File: src/rtl/btle_pkg.sv
// Shared definitions for the BLE advertising scan scheduler: FSM encoding,
// advertising-channel access address / CRC seed, and channel numbers.
package btle_pkg;

    typedef enum logic [1:0] {
        ST_IDLE    = 2'd0,
        ST_RETUNE  = 2'd1,
        ST_LISTEN  = 2'd2,
        ST_RECEIVE = 2'd3
    } scan_state_t;

    localparam logic [31:0] ADV_ACCESS_ADDRESS = 32'h8E89BED6;
    localparam logic [23:0] ADV_CRC_INIT       = 24'h555555;

    localparam int unsigned ADV_CH_37 = 37;
    localparam int unsigned ADV_CH_38 = 38;
    localparam int unsigned ADV_CH_39 = 39;

    // Lowest enabled advertising channel of a mask (bit0 = 37); 37 if none.
    function automatic int unsigned first_adv_channel(input logic [2:0] mask);
        if (mask[0])      return ADV_CH_37;
        else if (mask[1]) return ADV_CH_38;
        else if (mask[2]) return ADV_CH_39;
        else              return ADV_CH_37;
    endfunction

endpackage

File: src/rtl/btle_adv_ch_next.sv
// Round-robin advertising channel selector: returns the next enabled channel
// after cur_ch in the order 37 -> 38 -> 39 -> 37, skipping masked channels.
// A single enabled channel selects itself; an empty mask holds cur_ch.
module btle_adv_ch_next
    import btle_pkg::*;
#(
    parameter int CHANNEL_NUMBER_BIT_WIDTH = 6
) (
    input  logic [CHANNEL_NUMBER_BIT_WIDTH-1:0] cur_ch,
    input  logic [2:0]                          ch_mask,
    output logic [CHANNEL_NUMBER_BIT_WIDTH-1:0] next_ch
);

    localparam logic [CHANNEL_NUMBER_BIT_WIDTH-1:0] CH37 = CHANNEL_NUMBER_BIT_WIDTH'(ADV_CH_37);
    localparam logic [CHANNEL_NUMBER_BIT_WIDTH-1:0] CH38 = CHANNEL_NUMBER_BIT_WIDTH'(ADV_CH_38);
    localparam logic [CHANNEL_NUMBER_BIT_WIDTH-1:0] CH39 = CHANNEL_NUMBER_BIT_WIDTH'(ADV_CH_39);

    // Search the two following channels, then the current one, in ring order.
    always_comb begin
        next_ch = cur_ch;
        case (cur_ch)
            CH38: begin
                if (ch_mask[2])      next_ch = CH39;
                else if (ch_mask[0]) next_ch = CH37;
                else if (ch_mask[1]) next_ch = CH38;
            end
            CH39: begin
                if (ch_mask[0])      next_ch = CH37;
                else if (ch_mask[1]) next_ch = CH38;
                else if (ch_mask[2]) next_ch = CH39;
            end
            default: begin
                if (ch_mask[1])      next_ch = CH38;
                else if (ch_mask[2]) next_ch = CH39;
                else if (ch_mask[0]) next_ch = CH37;
            end
        endcase
    end

endmodule

File: src/rtl/btle_adv_scan_ctrl.sv
// Advertising scan scheduler. Steps the receive core across channels 37/38/39,
// holding it in reset while retuning, bounding each visit with a dwell timer
// and each packet with a receive timeout, and reporting packet completion.
module btle_adv_scan_ctrl
    import btle_pkg::*;
#(
    parameter int CHANNEL_NUMBER_BIT_WIDTH = 6,
    parameter int LEN_UNIQUE_BIT_SEQUENCE  = 32,
    parameter int CRC_STATE_BIT_WIDTH      = 24,
    parameter int DWELL_WIDTH              = 24,
    parameter int SETTLE_CYCLES            = 4,
    parameter int PKT_TIMEOUT              = 65535
) (
    input  logic                                clk,
    input  logic                                rst,
    input  logic                                start,
    input  logic                                stop,
    input  logic [2:0]                          ch_mask,
    input  logic [DWELL_WIDTH-1:0]              dwell_cycles,
    input  logic                                hit_flag,
    input  logic                                decode_end,
    input  logic                                crc_ok,
    output logic                                core_rst,
    output logic [CHANNEL_NUMBER_BIT_WIDTH-1:0] channel_number,
    output logic [LEN_UNIQUE_BIT_SEQUENCE-1:0]  unique_bit_sequence,
    output logic [CRC_STATE_BIT_WIDTH-1:0]      crc_state_init_bit,
    output logic                                busy,
    output logic                                pkt_done,
    output logic                                pkt_crc_ok,
    output logic [CHANNEL_NUMBER_BIT_WIDTH-1:0] pkt_channel,
    output logic                                rx_timeout
);

    localparam int CHW  = CHANNEL_NUMBER_BIT_WIDTH;
    localparam int SW   = $clog2(SETTLE_CYCLES + 1);
    localparam int TW   = $clog2(PKT_TIMEOUT + 1);
    localparam logic [CHW-1:0]         CH37        = CHW'(ADV_CH_37);
    localparam logic [SW-1:0]          SETTLE_LAST = SW'(SETTLE_CYCLES - 1);
    // Counter reads PKT_TIMEOUT-1 in the last permitted RECEIVE cycle, so the
    // registered rx_timeout lands PKT_TIMEOUT+1 cycles after the hit.
    localparam logic [TW-1:0]          TO_LAST     = TW'(PKT_TIMEOUT - 1);
    localparam logic [DWELL_WIDTH-1:0] DWELL_ONE   = DWELL_WIDTH'(1);

    scan_state_t            state_q, state_d;
    logic [SW-1:0]          settle_cnt;
    logic [DWELL_WIDTH-1:0] dwell_cnt;
    logic [TW-1:0]          to_cnt;
    logic [2:0]             mask_q;
    logic [DWELL_WIDTH-1:0] dwell_q;
    logic [CHW-1:0]         ch_next;
    logic                   accept_start;
    logic                   pkt_fire;
    logic                   to_fire;
    logic                   advance;

    assign unique_bit_sequence = LEN_UNIQUE_BIT_SEQUENCE'(ADV_ACCESS_ADDRESS);
    assign crc_state_init_bit  = CRC_STATE_BIT_WIDTH'(ADV_CRC_INIT);

    btle_adv_ch_next #(
        .CHANNEL_NUMBER_BIT_WIDTH(CHW)
    ) u_ch_next (
        .cur_ch  (channel_number),
        .ch_mask (mask_q),
        .next_ch (ch_next)
    );

    // State register.
    always_ff @(posedge clk) begin
        if (rst) state_q <= ST_IDLE;
        else     state_q <= state_d;
    end

    // Next-state and event decode; stop overrides every other event.
    always_comb begin
        state_d      = state_q;
        accept_start = 1'b0;
        pkt_fire     = 1'b0;
        to_fire      = 1'b0;
        advance      = 1'b0;
        case (state_q)
            ST_IDLE: begin
                if (start && (ch_mask != 3'b000)) begin
                    accept_start = 1'b1;
                    state_d      = ST_RETUNE;
                end
            end
            ST_RETUNE: begin
                if (settle_cnt == SETTLE_LAST) state_d = ST_LISTEN;
            end
            ST_LISTEN: begin
                if (hit_flag) begin
                    state_d = ST_RECEIVE;
                end else if (dwell_cnt == DWELL_ONE) begin
                    advance = 1'b1;
                    state_d = ST_RETUNE;
                end
            end
            ST_RECEIVE: begin
                if (decode_end) begin
                    pkt_fire = 1'b1;
                    advance  = 1'b1;
                    state_d  = ST_RETUNE;
                end else if (to_cnt == TO_LAST) begin
                    to_fire = 1'b1;
                    advance = 1'b1;
                    state_d = ST_RETUNE;
                end
            end
            default: state_d = ST_IDLE;
        endcase
        if (stop && (state_q != ST_IDLE)) begin
            state_d  = ST_IDLE;
            pkt_fire = 1'b0;
            to_fire  = 1'b0;
            advance  = 1'b0;
        end
    end

    // Registered outputs, channel selection, scan configuration and counters.
    always_ff @(posedge clk) begin
        if (rst) begin
            core_rst       <= 1'b1;
            busy           <= 1'b0;
            channel_number <= CH37;
            pkt_channel    <= CH37;
            pkt_done       <= 1'b0;
            pkt_crc_ok     <= 1'b0;
            rx_timeout     <= 1'b0;
            settle_cnt     <= '0;
            dwell_cnt      <= '0;
            to_cnt         <= '0;
            mask_q         <= '0;
            dwell_q        <= '0;
        end else begin
            core_rst   <= (state_d == ST_IDLE) || (state_d == ST_RETUNE);
            busy       <= (state_d != ST_IDLE);
            pkt_done   <= pkt_fire;
            rx_timeout <= to_fire;
            if (pkt_fire) begin
                pkt_crc_ok  <= crc_ok;
                pkt_channel <= channel_number;
            end
            if (accept_start) begin
                mask_q         <= ch_mask;
                dwell_q        <= (dwell_cycles == '0) ? DWELL_ONE : dwell_cycles;
                channel_number <= CHW'(first_adv_channel(ch_mask));
            end else if (advance) begin
                channel_number <= ch_next;
            end
            settle_cnt <= ((state_q == ST_RETUNE) && (state_d == ST_RETUNE)) ? settle_cnt + 1'b1 : '0;
            if (state_d == ST_LISTEN)
                dwell_cnt <= (state_q == ST_LISTEN) ? dwell_cnt - 1'b1 : dwell_q;
            else
                dwell_cnt <= '0;
            if (state_d == ST_RECEIVE)
                to_cnt <= (state_q == ST_RECEIVE) ? to_cnt + 1'b1 : '0;
            else
                to_cnt <= '0;
        end
    end

endmodule

File: config.mk
export PLATFORM = sky130hd
export DESIGN_NAME = btle_adv_scan_ctrl
export DESIGN_NICKNAME = d
export VERILOG_FILES = /design/src/rtl/btle_pkg.sv /design/src/rtl/btle_adv_ch_next.sv /design/src/rtl/btle_adv_scan_ctrl.sv
export SDC_FILE = /design/constraint.sdc
export NUM_CORES = 1
export LEC_CHECK = 0
export BUFFER_PORTS_ARGS = -buffer_cell sky130_fd_sc_hd__buf_4
export CAP_MARGIN = 20
export CELL_PAD_IN_SITES_DETAIL_PLACEMENT = 1
export CELL_PAD_IN_SITES_GLOBAL_PLACEMENT = 1
export CORE_ASPECT_RATIO = 1.2
export CORE_MARGIN = 4
export CORE_UTILIZATION = 40
export CTS_CLUSTER_DIAMETER = 50
export DETAILED_ROUTE_END_ITERATION = 7
export PLACE_DENSITY = 0.82
export SLEW_MARGIN = 20
export SYNTH_ARGS = -nofsm -noshare
export SYNTH_HDL_FRONTEND = slang
export SYNTH_HIERARCHICAL = 1
export SYNTH_SLANG_ARGS = --single-unit
File: constraint.sdc
create_clock -name clk -period 3 [get_ports clk]
set_input_delay 0.15 -clock clk [delete_from_list [all_inputs] [get_ports clk]]
set_output_delay 0.15 -clock clk [all_outputs]
set_load 0.1 [all_outputs]
After elaboration in Yosys (flattened, before gate mapping)
Cells that the tools add are included.
{"block": "word_totals", "reg_bits": 89, "output_inout_bits": 73, "romBits": 0, "n_memories": 0, "ramBits": 0, "in_bits": 34, "latch_bits": 0}
{"block": "op_classes", "n_mul": 0, "shifts": 0, "div_mod_pow": 0, "bitwise_logic": 4, "n_lt_le_gt_ge": 0, "mux": 36, "n_reduce_logical": 17, "n_eq_ne": 11, "addsub": 3}
{"cell": "6-bit two-way mux", "n": 11}
{"cell": "24-bit two-way mux", "n": 2}
{"cell": "24-bit by 1-bit == test with 1-bit output (second input constant)", "n": 1}
{"cell": "24-bit zero test", "n": 1}
{"cell": "24-bit by 1-bit subtractor with 24-bit output (second input constant)", "n": 1}
{"cell": "2-bit two-way mux", "n": 10}
{"cell": "16-bit by 1-bit adder with 16-bit output (second input constant)", "n": 1}
{"cell": "16-bit == test (second input constant)", "n": 1}
{"cell": "6-bit == test (second input constant)", "n": 2}
{"cell": "6-bit case mux with 2 select lines", "n": 1}
{"cell": "1-bit two-way mux", "n": 10}
{"cell": "2-bit == test (second input constant)", "n": 4}
{"cell": "2-bit case mux with 4 select lines", "n": 1}
{"cell": "2-bit nonzero test", "n": 3}
{"cell": "2-bit by 1-bit == test with 1-bit output (second input constant)", "n": 2}
{"cell": "2-bit zero test", "n": 2}
{"cell": "1-bit NOT", "n": 4}
{"cell": "4-bit nonzero test", "n": 1}
{"cell": "2-bit OR reduction", "n": 2}
{"cell": "4-bit OR reduction", "n": 1}
{"cell": "3-bit by 1-bit adder with 3-bit output (second input constant)", "n": 1}
{"cell": "3-bit by 2-bit == test with 1-bit output (second input constant)", "n": 1}
{"cell": "1-bit logical AND", "n": 3}
{"cell": "3-bit nonzero test", "n": 1}
{"cell": "other kinds (4)", "n": 4}

Logic depth before layout (Yosys ltp)
Gate-level depths: netlist (run 1).
{"block": "depth", "word_depth": 9, "mapped_depth": 8, "mapped_depth_nobuf": 7}

Modules after synthesis
The synthesis (run 1) kept the hierarchy.
{"mod": "btle_adv_scan_ctrl", "instances": 1, "seq_area_each_um2": 1781.7, "area_per_inst_um2": 4403.0, "cells_per_inst": 514}
{"mod": "btle_adv_ch_next", "instances": 1, "seq_area_each_um2": 0.0, "area_per_inst_um2": 98.8, "cells_per_inst": 15}

Least setup slack after synthesis (run 1)
Ideal clock, no wire load.
{"block": "synth_timing", "path_kind": "reg-to-reg", "startpoint": "reg dwell_cnt[6]", "endpoint": "reg dwell_cnt[10]", "n_path_buf": 1, "path_stages_with_launch": 7, "setup_time_ns": 0.147, "required_time_ns": 2.853, "synth_period_minus_slack_ns": 2.352, "slack_ns": 0.648, "arrival_time_ns": 2.205, "path_cell_list": "dfxtp_1 or4_4 or4_4 o31a_1 o22ai_2 buf_6 a211oi_2"}
{"block": "synth_between", "elab_chain_len": 8}
{"element": "start, declared", "line_no": "btle_adv_scan_ctrl.sv:46", "rtl": "logic [DWELL_WIDTH-1:0] dwell_cnt;"}
{"element": "start signal, assigned", "line_no": "btle_adv_scan_ctrl.sv:152", "rtl": "dwell_cnt <= (state_q == ST_LISTEN) ? dwell_cnt - 1'b1 : dwell_q;"}
{"element": "24-bit by 1-bit == test with 1-bit output", "line_no": "btle_adv_scan_ctrl.sv:93", "rtl": "end else if (dwell_cnt == DWELL_ONE) begin"}
{"element": "2-bit two-way mux", "line_no": "btle_adv_scan_ctrl.sv:93"}
{"element": "2-bit two-way mux", "line_no": "btle_adv_scan_ctrl.sv:91", "rtl": "if (hit_flag) begin"}
{"element": "2-bit case mux with 4 select lines", "line_no": "btle_adv_scan_ctrl.sv:80", "rtl": "case (state_q)"}
{"element": "2-bit two-way mux", "line_no": "btle_adv_scan_ctrl.sv:111", "rtl": "if (stop && (state_q != ST_IDLE)) begin"}
{"element": "2-bit == test", "line_no": "btle_adv_scan_ctrl.sv:151", "rtl": "if (state_d == ST_LISTEN)"}
{"element": "1-bit NOT (no line)"}
{"element": "2-bit OR reduction (no line)"}
Several ways; a longest one is shown, not always the timed one.
A chain may end at the register's enable or synchronous reset.

Final worst setup path (run 1)
{"block": "layout_timing", "startpoint": "reg dwell_cnt[6]", "endpoint": "reg dwell_cnt[0]"}
{"block": "layout_between", "elab_chain_len": 8}
{"element": "24-bit by 1-bit == test with 1-bit output", "line_no": "btle_adv_scan_ctrl.sv:93"}
{"element": "2-bit two-way mux", "line_no": "btle_adv_scan_ctrl.sv:93"}
{"element": "2-bit two-way mux", "line_no": "btle_adv_scan_ctrl.sv:91"}
{"element": "2-bit case mux with 4 select lines", "line_no": "btle_adv_scan_ctrl.sv:80"}
{"element": "2-bit two-way mux", "line_no": "btle_adv_scan_ctrl.sv:111"}
{"element": "2-bit == test", "line_no": "btle_adv_scan_ctrl.sv:151"}
{"element": "1-bit NOT (no line)"}
{"element": "2-bit OR reduction (no line)"}
No other way between the ends.

==> results of run 1 <==
==> kinds of logic after synthesis <==
kind of cell             after synthesis  share of synthesized area
flip-flops                            89                     0.3958
adder cells (fa/ha/maj)                6                    0.01668
multiplexers                           6                    0.01334
AO/OA/AOI/OAI                         77                     0.1354
AND/OR/NAND/NOR                      225                     0.2468
buffers and inverters                 91                     0.1262
XOR/XNOR                              33                    0.06420
other                                  2                   0.001668
==> stage by stage <==
stage	power (mW)	hold slack (ns)	util	instances	area [um2]
after global routing	2.946	0.06368	0.4568	705	5041
after detailed placement	1.778	0.4183	0.4316	690	4763
final	2.822	0.06698	0.4568	705	5041
after global placement	1.770	0.4001	0.4316	690	4763
after floorplan	1.752	0.2860	-	583	4705
after CTS	2.855	0.05353	0.4568	705	5041
==> metal layers <==
metal  vias up  GRT usage  share of wire
li1       1759          -              -
met1      1694     0.1869           0.41
met2        71     0.3003           0.53
met3        18    0.03115          0.032
met4         0    0.07104          0.024
met5         -          0              0
==> layout make-up <==
type / instances / area, um2 / share of cell area
multi-input cells: 403 / 2362 / 0.4686
flip-flops and latches: 89 / 1782 / 0.3534
clock buffers: 11 / 232.7 / 0.04617
well taps: 132 / 165.2 / 0.03276
clock inverters: 4 / 45.04 / 0.008935
repair buffers: 55 / 412.9 / 0.08191
inverters: 11 / 41.29 / 0.008191
==> Yosys cell counts, types with 10 or more instances <==
cell type / number / share of area
dfxtp_1: 89 / 0.40
a211oi_2: 20 / 0.056
nor2_1: 58 / 0.048
clkbuf_1: 21 / 0.018
nand3_1: 10 / 0.011
nor4_1: 12 / 0.017
buf_4: 56 / 0.093
a21oi_1: 31 / 0.034
nand2_1: 77 / 0.064
xnor2_1: 17 / 0.033
xor2_1: 16 / 0.031
inv_1: 11 / 0.0092
==> registers in the layout, summed over array words and instances (netlist names), 2 cells and up <==
name and flops:
state_q 2, dwell_cnt 24, pkt_channel 6, settle_cnt 3
to_cnt 16, dwell_q 24, mask_q 3, channel_number 6
==> critical path, stage by stage, from the launching register on <==
cell	delay, ns
dfxtp_1	0.35
or4_4	0.57
or4_4	0.54
o31a_1	0.36
o22ai_2	0.12
buf_4	0.38
a211oi_1	0.09
==> final timing paths <==
kind / startpoint / to / slack (ns) / cells after the start
hold / removal: dwell_cycles[1] / dwell_q[1] / 0.07 / 3
setup reg to reg: dwell_cnt[6] / dwell_cnt[0] / 0.43 / 6
setup / recovery: dwell_cnt[6] / dwell_cnt[0] / 0.43 / 6
hold reg to reg: settle_cnt[0] / settle_cnt[0] / 0.44 / 1
==> where the power goes <==
| part | switching [mW] | total [mW] | internal, mW |
|---|---|---|---|
| Clock | 0.432 | 1.07 | 0.636 |
| Sequential | 0.0234 | 1.24 | 1.21 |
| Combinational | 0.436 | 0.517 | 0.0804 |
==> results.py, run 1 <==
metrics = {
    "yosys": {
        "synth_area_per_cell_um2": 8.510,
        "synth_ff_type": "dfxtp_1",
        "ys_types": 58,
        "seq_area_frac_synth": 0.3958,
        "ys_warn_count": 6,
        "netlist_area_um2": 4502,
        "synth_edf_count": 0,
        "synth_seq_cells": 89,
        "async_flop_share": 0,
        "synth_cells": 529,
    },
    "timing": {
        "period_share": 0.8555,
        "finalClockSkew_ns": 0.006246,
        "maxSlewHeadroom": 0.5390,
        "worst_pin_slew_ns": 0.6900,
        "slew_viol_final": 0,
        "rsz0062_at_grt": "no",
        "min_period_ns": 2.566,
        "setup_violations": 0,
        "hold_viol": 0,
        "worst_slack_ns": 0.4336,
        "tns_ns": 0,
        "fmax_ghz": 0.3896,
    },
    "clock_tree": {
        "clk_path_buf_depth": 2,
        "post_cts_buffers": 0,
        "cts_hold_buf": 0,
        "clock_latency_ns": 0.34,
        "cts_buffers": 9,
        "cts_tree": "built",
        "htreeDepth": 3,
        "clock_sinks": 89,
        "ctsResizeCount": 0,
        "cts.clk_slew.worst_paths_ns": 0.06,
        "root_buffer": "clkbuf_16",
    },
    "floorplan": {
        "pin_count": 107,
        "rows": 42,
        "die_area_um2": 13020,
        "start_util": 0.4079,
        "fp.dieW_um": 104.8,
        "coreArea_um2": 11040,
        "die_y_um": 124.2,
    },
    "placement": {
        "dp_slack_ns": 0.4633,
        "gp_congestion": 0.8355,
        "place_hpwl_um": 7740,
        "port_buffers": 50,
    },
    "critical_path": {
        "path_max_fanout": 24,
        "arrival_ns": 2.77,
        "path_class": "reg -> reg",
        "worst_setup_path_end_kind": "flop",
        "start_kind": "flop",
        "required_ns": 3.20,
    },
    "power": {
        "peakVddDrop_mv": 0.2344,
        "p_leak_nw": 2.038,
        "powerDensity_nw_per_um2": 559.7,
    },
    "grt": {
        "grt_max_degree": 49,
        "grt_antenna_before_repair": 0,
        "grt_remaining_overflow": 0,
        "grt_usage": 0.1655,
        "grt_pass1_wl_um": 17650,
        "grt_pass1_vias": 3715,
    },
    "cells_and_area": {
        "n_antenna_cell": 0,
        "final_cell_mix": "dfxtp_1, nand2_1, nor2_1",
        "final_common_cell": "dfxtp_1",
        "drive_above_1_share": 0.1867,
        "syn2layout_area_growth_pct": 11.98,
        "fillers": 1355,
        "layout.nets": 609,
    },
    "routing": {
        "firstDrtPassIters": 4,
        "wire_per_inst_um": 14.75,
        "vias": 3542,
        "postRouteAntennaNets": 0,
        "routed_wl_um": 10400,
        "viasPerCell": 5.024,
        "drt_iter0_markers": 85,
        "post-route-drc-count": 0,
    },
    "min_path": {
        "hold_class": "in -> reg",
    },
    "flow_run": {
        "drv_cap": 0,
    },
    "outcome": {
        "outcome": "completed",
    },
}
Note: power is estimated with default switching activity, not from simulation.
==> run 2, diff against run 1 <==
--- a/config.mk
+++ b/config.mk
@@ -6,7 +6,7 @@
 export NUM_CORES = 1
 export LEC_CHECK = 0
 export BUFFER_PORTS_ARGS = -buffer_cell sky130_fd_sc_hd__buf_4
-export CAP_MARGIN = 20
+export CAP_MARGIN = 0
 export CELL_PAD_IN_SITES_DETAIL_PLACEMENT = 1
 export CELL_PAD_IN_SITES_GLOBAL_PLACEMENT = 1
 export CORE_ASPECT_RATIO = 1.2
@@ -15,6 +15,7 @@
 export CTS_CLUSTER_DIAMETER = 50
 export DETAILED_ROUTE_END_ITERATION = 7
 export PLACE_DENSITY = 0.82
+export RECOVER_POWER = 50
 export SLEW_MARGIN = 20
 export SYNTH_ARGS = -nofsm -noshare
 export SYNTH_HDL_FRONTEND = slang
==> run 2 against run 1 <==
  * Sequential power about the same
  * Combinational power is 1% lower
  * Cell count stayed put
  * Highest routed layer unchanged
  * Critical path type unchanged
  * Sequential share of layout area grew 0.48 points
==> results.py, run 2 (synthesis gave the netlist of run 1 again) <==
metrics = {
    "outcome": {
        "outcome": "completed",
    },
    "cells_and_area": {
        "drive_above_1_share": 0.1536,
        "final_common_cell": "dfxtp_1",
        "layout.nets": 609,
        "syn2layout_area_growth_pct": 10.48,
        "multi_input_area_um2": 2362,
        "layout.area.seq_um2": 1782,
        "fin_cells": 705,
        "fillers": 1362,
        "final_cell_mix": "dfxtp_1, nand2_1, nor2_1",
        "reg_top3": "dwell_cnt: 24 flops, dwell_q: 24 flops, to_cnt: 16 flops",
        "n_antenna_cell": 0,
    },
    "grt": {
        "grt_antenna_before_repair": 0,
        "grt_pass1_vias": 3715,
        "grt_max_degree": 49,
        "grt_remaining_overflow": 0,
        "grt_usage": 0.1655,
        "grt_pass1_wl_um": 17650,
    },
    "clock_tree": {
        "clock_latency_ns": 0.34,
        "ctsResizeCount": 0,
        "cts_tree": "built",
        "clk_path_buf_depth": 2,
        "htreeDepth": 3,
        "post_cts_buffers": 0,
        "clock_sinks": 89,
        "cts_buffers": 9,
        "cts.clk_slew.worst_paths_ns": 0.06,
        "root_buffer": "clkbuf_16",
        "cts_hold_buf": 0,
    },
    "routing": {
        "dr_wl_met3_um": 329,
        "firstDrtPassIters": 4,
        "drt_iter0_markers": 89,
        "routed_wl_um": 10390,
        "vias": 3539,
        "met1_length_um": 4267,
        "wl_met2_um": 5540,
        "post-route-drc-count": 0,
        "wire_per_inst_um": 14.73,
        "postRouteAntennaNets": 0,
        "top_layer": "met4",
        "viasPerCell": 5.020,
    },
    "placement": {
        "gp_congestion": 0.8355,
        "dp_slack_ns": 0.4633,
        "dp_cells": 690,
        "port_buffers": 50,
        "place_hpwl_um": 7740,
    },
    "timing": {
        "rsz0062_at_grt": "no",
        "whs_ns": 0.06693,
        "min_period_ns": 2.566,
        "setup_violations": 0,
        "worst_pin_slew_ns": 1.275,
        "slew_viol_final": 0,
        "hold_viol": 0,
        "worst_slack_ns": 0.4336,
        "maxSlewHeadroom": 0.1502,
        "fmax_ghz": 0.3896,
        "tns_ns": 0,
        "finalClockSkew_ns": 0.006187,
        "period_share": 0.8555,
    },
    "floorplan": {
        "fp.dieW_um": 104.8,
        "start_util": 0.4079,
        "die_y_um": 124.2,
        "rows": 42,
        "coreArea_um2": 11040,
        "pin_count": 107,
        "die_area_um2": 13020,
    },
    "min_path": {
        "hold_class": "in -> reg",
    },
    "critical_path": {
        "critPathTopFamily": "simple AND/OR/NAND/NOR gates",
        "cp_slowest_cell": "or4_4",
        "start_kind": "flop",
        "crit_buf_inv": 1,
        "path_max_fanout": 24,
        "slowest_delay_ns": 0.57,
        "cpMostUsedCell": "or4_4",
        "worst_setup_path_end_kind": "flop",
        "required_ns": 3.20,
        "path_class": "reg -> reg",
        "rrSetupSlack_ns": 0.43,
        "worstPathCellList": "or4_4 > or4_4 > o31a_1 > o22ai_2 > buf_4 > a211oi_1",
        "arrival_ns": 2.77,
    },
    "power": {
        "powerDensity_nw_per_um2": 566.5,
        "peakVddDrop_mv": 0.2345,
        "p_leak_nw": 1.971,
    },
    "flow_run": {
        "drv_cap": 0,
    },
}
[run 2: layer usage]
| layer | vias to the layer above | track usage |
|---|---|---|
| met5 | - | 0 |
| met4 | 0 | 0.07104 |
| met3 | 18 | 0.03115 |
| met2 | 71 | 0.3003 |
| met1 | 1691 | 0.1869 |
| li1 | 1759 | - |
[run 2: report_power, final]
| group | internal, mW | total, mW | leakage (nW) | switching (mW) |
|---|---|---|---|---|
| combinational | 0.0760 | 0.512 | 1.11 | 0.436 |
| clock | 0.636 | 1.07 | 0.139 | 0.433 |
| sequential | 1.21 | 1.24 | 0.722 | 0.0233 |
| total | 1.92 | 2.82 | 1.97 | 0.892 |
[run 2: final cells by class]
| type | instances | share of cell area |
|---|---|---|
| inverter | 11 | 0.008302 |
| clock buffer | 11 | 0.04679 |
| timing repair buffer | 55 | 0.06943 |
| tap | 132 | 0.03321 |
| clock inverter | 4 | 0.009057 |
| multi-input combinational | 403 | 0.4750 |
| sequential | 89 | 0.3582 |
[run 2: worst paths after layout]
| check | from | end | cells after the start |
|---|---|---|---|
| setup / recovery | dwell_cnt[6] | dwell_cnt[0] | 6 |
| hold / removal | dwell_cycles[1] | dwell_q[1] | 3 |
| setup reg to reg | dwell_cnt[6] | dwell_cnt[0] | 6 |
| hold reg to reg | settle_cnt[0] | settle_cnt[0] | 1 |
[run 2: per-stage QoR]
| stage | area (um2) | utilization | power (mW) |
|---|---|---|---|
| 2_1_floorplan | 4705 | - | 1.752 |
| 3_3_place_gp | 4763 | 0.4316 | 1.770 |
| 3_5_place_dp | 4763 | 0.4316 | 1.778 |
| 4_1_cts | 5041 | 0.4568 | 2.855 |
| 5_1_grt | 4974 | 0.4507 | 2.941 |
| 6_report | 4974 | 0.4507 | 2.817 |
[run 2: worst register-to-register path: stages (launching register included)]
cell	delay, ns
dfxtp_1	0.35
or4_4	0.57
or4_4	0.54
o31a_1	0.36
o22ai_2	0.12
buf_4	0.38
a211oi_1	0.11
